## config.mk

```make
export PLATFORM = sky130hd
export DESIGN_NAME = enc_req_arbiter
export DESIGN_NICKNAME = d
export VERILOG_FILES = /design/src/rtl/enc_req_arbiter.sv
export SDC_FILE = /design/constraint.sdc
export NUM_CORES = 1
export LEC_CHECK = 0
export BUFFER_PORTS_ARGS = -buffer_cell sky130_fd_sc_hd__buf_2
export CELL_PAD_IN_SITES_DETAIL_PLACEMENT = 0
export CELL_PAD_IN_SITES_GLOBAL_PLACEMENT = 2
export CORE_MARGIN = 4
export CORE_UTILIZATION = 33
export CTS_BUF_LIST = sky130_fd_sc_hd__clkbuf_8
export CTS_CLUSTER_DIAMETER = 30
export DETAILED_ROUTE_END_ITERATION = 7
export MAX_ROUTING_LAYER = met4
export PLACE_DENSITY = 0.86
export SLEW_MARGIN = 20
export SYNTH_ARGS = -nofsm -noshare
export SYNTH_HDL_FRONTEND = slang
export SYNTH_SLANG_ARGS = --single-unit
```

## constraint.sdc

```tcl
create_clock -name clk -period 1.7 [get_ports clk]
set_input_delay 0.17 -clock clk [delete_from_list [all_inputs] [get_ports clk]]
set_output_delay 0.17 -clock clk [all_outputs]
set_load 0.005 [all_outputs]
```

## src/rtl/enc_req_arbiter.sv

```systemverilog
// Round-robin arbiter for four requesters sharing one downstream resource.
// Emits a one-hot grant, a 2-bit encoded index and a valid flag so the grant
// can drive the shared datapath select directly. The owner keeps the grant
// until it drops its request.
// Optional feature macro: ARB_TIMEOUT_EN builds a hold counter that forces
// release after MAX_HOLD cycles and pulses timeout on that release.
module enc_req_arbiter #(
    parameter int unsigned MAX_HOLD = 15,
    parameter int unsigned CNT_W    = 8
) (
    input  logic             clk,
    input  logic             rst_n,
    input  logic [3:0]       req,
    output logic [3:0]       gnt,
    output logic [1:0]       gnt_idx,
    output logic             gnt_valid,
    output logic             timeout,
    output logic [CNT_W-1:0] grant_cnt
);

    typedef enum logic {StIdle, StOwn} state_e;

    state_e             state_q, state_d;
    logic [3:0]         gnt_q, gnt_d;
    logic [1:0]         idx_q, idx_d;
    logic [1:0]         ptr_q, ptr_d;
    logic [CNT_W-1:0]   cnt_q, cnt_d;
    logic               win_found;
    logic [1:0]         win_idx;
    logic [1:0]         cand;
    logic               hold_expired;

    if (MAX_HOLD < 1 || MAX_HOLD > 255) begin : g_bad_max_hold
        $error("enc_req_arbiter: MAX_HOLD must be in 1..255");
    end

    // Pick the first active requester starting at ptr and wrapping 3->0.
    always_comb begin
        win_found = 1'b0;
        win_idx   = ptr_q;
        cand      = ptr_q;
        for (int i = 0; i < 4; i++) begin
            cand = ptr_q + 2'(i);
            if (!win_found && req[cand]) begin
                win_found = 1'b1;
                win_idx   = cand;
            end
        end
    end

    // Next-state logic: grant from IDLE, release from OWN on request drop or hold expiry.
    always_comb begin
        state_d = state_q;
        gnt_d   = gnt_q;
        idx_d   = idx_q;
        ptr_d   = ptr_q;
        cnt_d   = cnt_q;
        unique case (state_q)
            StIdle: begin
                if (win_found) begin
                    state_d = StOwn;
                    gnt_d   = 4'b0001 << win_idx;
                    idx_d   = win_idx;
                    cnt_d   = cnt_q + CNT_W'(1);
                end
            end
            StOwn: begin
                // Other request bits are ignored; only the owner's bit or the limit ends ownership.
                if (!req[idx_q] || hold_expired) begin
                    state_d = StIdle;
                    gnt_d   = 4'b0000;
                    idx_d   = 2'd0;
                    ptr_d   = idx_q + 2'd1;
                end
            end
            default: state_d = StIdle;
        endcase
    end

    // State and output registers.
    always_ff @(posedge clk or negedge rst_n) begin
        if (!rst_n) begin
            state_q <= StIdle;
            gnt_q   <= 4'b0000;
            idx_q   <= 2'd0;
            ptr_q   <= 2'd0;
            cnt_q   <= '0;
        end else begin
            state_q <= state_d;
            gnt_q   <= gnt_d;
            idx_q   <= idx_d;
            ptr_q   <= ptr_d;
            cnt_q   <= cnt_d;
        end
    end

`ifdef ARB_TIMEOUT_EN
    logic [7:0] hold_q, hold_d;
    logic       timeout_q;

    // Counter equals MAX_HOLD-1 on the edge that ends the MAX_HOLD-th owned cycle.
    assign hold_expired = (state_q == StOwn) && (hold_q == 8'(MAX_HOLD - 1));

    // Hold counter: zero while idle so it starts from 0 on each new grant.
    always_comb begin
        hold_d = 8'd0;
        if (state_q == StOwn) begin
            hold_d = hold_q + 8'd1;
        end
    end

    // Timeout pulses only for a forced release; a simultaneous request drop wins.
    always_ff @(posedge clk or negedge rst_n) begin
        if (!rst_n) begin
            hold_q    <= 8'd0;
            timeout_q <= 1'b0;
        end else begin
            hold_q    <= hold_d;
            timeout_q <= hold_expired && req[idx_q];
        end
    end

    assign timeout = timeout_q;
`else
    assign hold_expired = 1'b0;
    assign timeout      = 1'b0;
`endif

    assign gnt       = gnt_q;
    assign gnt_idx   = idx_q;
    assign gnt_valid = (state_q == StOwn);
    assign grant_cnt = cnt_q;

endmodule

```

; ---- Yosys cells after proc, flatten, opt, wreduce, memory -nomap -nowiden
; Index checks and enable logic that the tools add are counted.
[op_classes]
n_addsub = 5
multipliers = 0
n_div = 0
order_cmp = 5
n_eq_ne = 2
n_shift = 1
mux = 26
bitwise_logic = 2
reduce_logical = 9
[ops]
columns = op, count
row1 = $lt 2x3->1 const B, 5
row2 = $mux 1, 11
row3 = $bmux 1 s2, 5
row4 = $mux 2, 5
row5 = $add 8x1->8 const B, 1
row6 = $mux 4, 2
row7 = $pmux 4 s2, 1
row8 = $reduce_and 2->1, 3
row9 = $add 2x1->2 const B, 2
row10 = $add 2x2->2 const B, 2
row11 = $ne 2x2->1 const B, 2
row12 = $pmux 2 s2, 1
row13 = $shl 1x2->4 const A, 1
row14 = $logic_and 1x1->1, 3
row15 = $logic_not 1->1, 3
row16 = $not 1->1, 2
row17 = $pmux 1 s2, 1
[word_totals]
ff_bits = 17
latch_bits = 0
ramBits = 0
mem_bits_ro = 0
in_bits = 6
output_inout_bits = 16
word_cells = 55
memories = 0

; ---- Depth between registers and ports, before layout
[depth]
depth_word = 15
mapped_depth = 5
mapped_depth_nobuf = 4

; ---- Least setup slack after synthesis
; Ideal clock, no wire load.
[synth_path]
path_kind = register -> register
start = register idx_q[0] (netlist: gnt_idx[0])
end = register ptr_q[0]
setup_time_ps = 79
arrival_time_ps = 1310
required_ps = 1621
setup_slack_ps = 310
stages_incl_launch_ff = 4
n_path_buf = 0
path_cell_list = dfrtp_1 -> mux2_2 -> a21oi_2 -> mux2i_1
[synth_between]
elab_chain_cells = 4
[synth_rtl]
columns = item, line
row1 = "start, declared", 25  ; logic [1:0] idx_q, idx_d;
row2 = "start signal, assigned", 91  ; idx_q <= idx_d;
row3 = $bmux 1 s2, 69  ; if (!req[idx_q] || hold_expired) begin
row4 = $mux 1 (not written as such), 69
row5 = $not 1->1 (no source line), --
row6 = $reduce_and 2->1 (no source line), --
row7 = "end signal, assigned", 92  ; ptr_q <= ptr_d;
row8 = "end, declared", 26  ; logic [1:0] ptr_q, ptr_d;
; Several ways; a longest one is shown, not always the timed one. The select of a mux whose other input is x is not followed.
; A chain may end at the register's enable or synchronous reset.

; ---- Worst setup path after layout
; Same ends and word-level chain as after synthesis.

==> results.txt <==
----------------------------------------------------
[Clock network]
  Number of sinks on the clock net ... 17
  Worst-Skew Late Latency ... 250 ps
  Number of buffers inserted during clock tree synthesis ... 3
  Maximum clock path buffer count ... 2
  CTS tree ... done
  Clock input transition at the sequential cells of the worst setup and hold paths ... about 70 ps
  H-tree levels ... 1
  Number of cells upsized or downsized after cts ... 0
  Root Buffer Master ... clkbuf_8

[Synthesis]
  Share of the synthesized area in the top cell type ... 0.484
  Synth Instances ... 83
  Count of synthesis-stage warnings from yosys ... 0
  Most used flip-flop cell after synthesis ... dfrtp_1
  Share of synthesized registers carrying an async set or reset ... 1.00
  Post-synthesis cell type with the largest combined area ... dfrtp_1
  Leading post-synthesis cells by cell area ... dfrtp_1, nand2_1, o32ai_1
  Post-synthesis sequential area ratio ... 0.484
  Count of distinct cell types in the synthesized netlist ... 28
  Per-instance average area after synthesis ... ~11 sq um
  Flop and latch count out of synthesis ... 17
  Most frequently used cell type in the post-synthesis netlist ... dfrtp_1
  Net Count, Synth ... 90
  Commonest cells in the netlist ... dfrtp_1, nand2_1, nor2_1
  Post-synthesis instance area ... about 880 sq um
  Count of flip-flops with a built-in enable after synthesis ... 0

[Place]
  Place WS ... 141 ps
  GP Congestion ... around 0.73
  Post-place instance area ... around 1000 sq um
  DPL Wire Length ... 1320 um
  # port buffers ... 20
  Total instance count after detailed placement ... approximately 130

[Final layout]
  Antenna diode count ... 0
  Fraction of final layout cells sized beyond drive strength 1 ... 0.308
  Filler instances ... between 200 and 250
  Synthesis-to-layout area growth ... 19.7%
  Final instance area ... ~1100 sq um
  Count of nets after finishing ... 115
  Util after Layout ... 0.420
  Final Non-Filler Cells ... 137

[Critical path]
  Arrival time worst endpoint ... between 1500 and 2000 ps
  Category of the worst setup path launch point ... register
  Max Fanout on Critical Path ... 6
  Chain of cells forming the critical path ... mux2_2 > a21oi_2 > buf_4 > mux2i_1
  Category of the worst setup path capture point ... register
  Slowest cell delay on critical path ... around 460 ps
  Crit path buf inv count ... 1
  Kind of critical path ... reg2reg
  Dominant delay contributor by cell family on the critical path ... multiplexers
  Reg2Reg Setup Slack ... about 180 ps
  Critical Path Slowest Stage Cell ... dfrtp_1
  Worst EP required ... about 1900 ps

[Detailed routing]
  Detail-routed via count per cell ... slightly above 5
  Detailed-route wire length per cell ... around 13 um
  First drt pass iteration count ... 4
  Number of DRC markers after the initial detailed-route iteration ... 24
  Total number of vias ... 693
  Detailed-route DRC error count ... 0
  Antenna viol nets, final ... 0
  Total wire length ... ~1800 um

[Run status]
  Result of the run ... finished, final reports clean

[STA]
  Accumulated negative setup slack ... 0 ps
  Setup repair after global routing missed its margin ... no
  # setup viols final ... 0
  Setup WS post-layout ... roughly 180 ps
  Max Transition Viols Final ... 0
  Final Hold Vio Count ... 0
  Min cycle time layout ... between 1500 and 2000 ps
  Final clock skew ... 6.03 ps
  Share of the clock period used by the worst path ... 0.892
  Max Clock Freq ... ~660 MHz

[Global routing]
  Global-route layer with the greatest usage ... met2
  Met3 track utilization from global routing ... 0.0458
  Met1 global-route usage ... 0.142
  Vias in the first global route ... just under 700
  Total congestion overflow after global routing ... 0
  Pin count of the biggest net entering global routing ... 18
  Antenna violations before repair ... 0
  Global-route usage over all layers ... 0.119
  Met2 Resource Use GR ... 0.176
  Global-route wire length before repair ... 2990 um

[Power and ir drop]
  IR Drop Worst-Case VDD ... about 0.89 mV
  Cell Pwr Density ... ~1700 nW/um^2
  Cell leakage power ... 0.505 nW

[Floorplanning]
  Die Ht ... between 50 and 60 um
  Boundary Pins ... 22
  Core outline area ... around 2500 sq um
  Width of the die ... about 60 um
  Standard-cell row count ... 18
  Die outline area ... 3550 sq um
  Starting utilization of the core area ... 0.351

[Flow run]
  # Max-Cap Violations ... 0

[Hold path]
  Type of the tightest min-delay check ... in2async

----------------------------------------------------
==> cell families after synthesis <==
logic type,Yosys count,synth area share
adder cells (fa/ha/maj),1,0.0142
multiplexers,5,0.0598
flip-flops,17,0.484
AO/OA/AOI/OAI,18,0.151
AND/OR/NAND/NOR,27,0.158
XOR/XNOR,8,0.0798
buffers and inverters,6,0.0484
other,1,0.00427
==> routing by layer <==
metal,routed length (um),vias to the layer above
li1,-,341
met2,823,17
met5,0,-
met3,88,2
met4,12,0
met1,889,333
==> worst reg2reg max path, delay by kind of cell (launching register included) <==
kind / cells / cell delay, ps
multiplexers: 2 / 580
flip-flops: 1 / 460
AO/OA/AOI/OAI: 1 / 210
buffers and inverters: 1 / 190
==> cells in the final DEF (no fill, tap or decap) <==
| cell | n |
|---|---|
| a21o_2 | 1 |
| a21oi_1 | 3 |
| a21oi_2 | 1 |
| buf_2 | 20 |
| buf_4 | 1 |
| clkbuf_8 | 3 |
| conb_1 | 1 |
| dfrtp_1 | 17 |
| dlygate4sd3_1 | 1 |
| ha_1 | 1 |
| inv_1 | 5 |
| mux2_2 | 2 |
| mux2i_1 | 3 |
| nand2_1 | 10 |
| nand2b_4 | 1 |
| nand3_1 | 1 |
| nand4_1 | 3 |
| nor2_1 | 6 |
| nor2b_1 | 3 |
| nor3_1 | 1 |
| o21a_1 | 1 |
| o21ai_0 | 5 |
| o221a_2 | 1 |
| o221ai_1 | 1 |
| o22ai_2 | 1 |
| o32ai_1 | 4 |
| or2_2 | 1 |
| or4_4 | 1 |
| xnor2_1 | 4 |
| xor2_1 | 4 |
==> worst paths after layout <==
check,startpoint,end,cells past startpoint
min in group clk,req[2],gnt_valid,4
min reg2reg,grant_cnt[7],grant_cnt[7],1
max reg2reg,gnt_idx[0],ptr_q[0],4
max in group asynchronous,rst_n,gnt[2],2
min,rst_n,grant_cnt[2],2
max,gnt_idx[0],ptr_q[0],4
==> registers in the layout, indices dropped and copies added, names as in the netlist <==
signal,count
gnt,4
grant_cnt,8
gnt_idx,2
gnt_valid,1
ptr_q,2
==> final cells by class <==
class	count	area (sq um)	area share
tap	30	37.5	0.0357
clock buffer	3	41.3	0.0393
timing repair buffer	22	118	0.112
inverter	4	15.0	0.0143
multi-input combinational	60	410	0.390
clock inverter	1	3.75	0.00357
sequential	17	425	0.405
==> timing repair <==
item / in CTS / in global routing
hold buffers: 1 / 0
setup buffers: 0 / 0
endpoints found under the hold margin: 17 / 0
setup endpoints to repair: 0 / 0
==> power breakdown <==
group          switching (mW)  internal [mW]  total, mW
Clock                   0.132          0.160      0.292
Sequential              0.184          0.579      0.763
Combinational           0.371          0.385      0.756
==> through the flow <==
step	hold slack [ps]	power, mW
2_1_floorplan	-126	1.28
3_3_place_gp	105	1.52
3_5_place_dp	112	1.53
4_1_cts	361	1.84
5_1_grt	390	1.98
6_report	362	1.81
No activity file was read; power rests on OpenSTA's default activity.
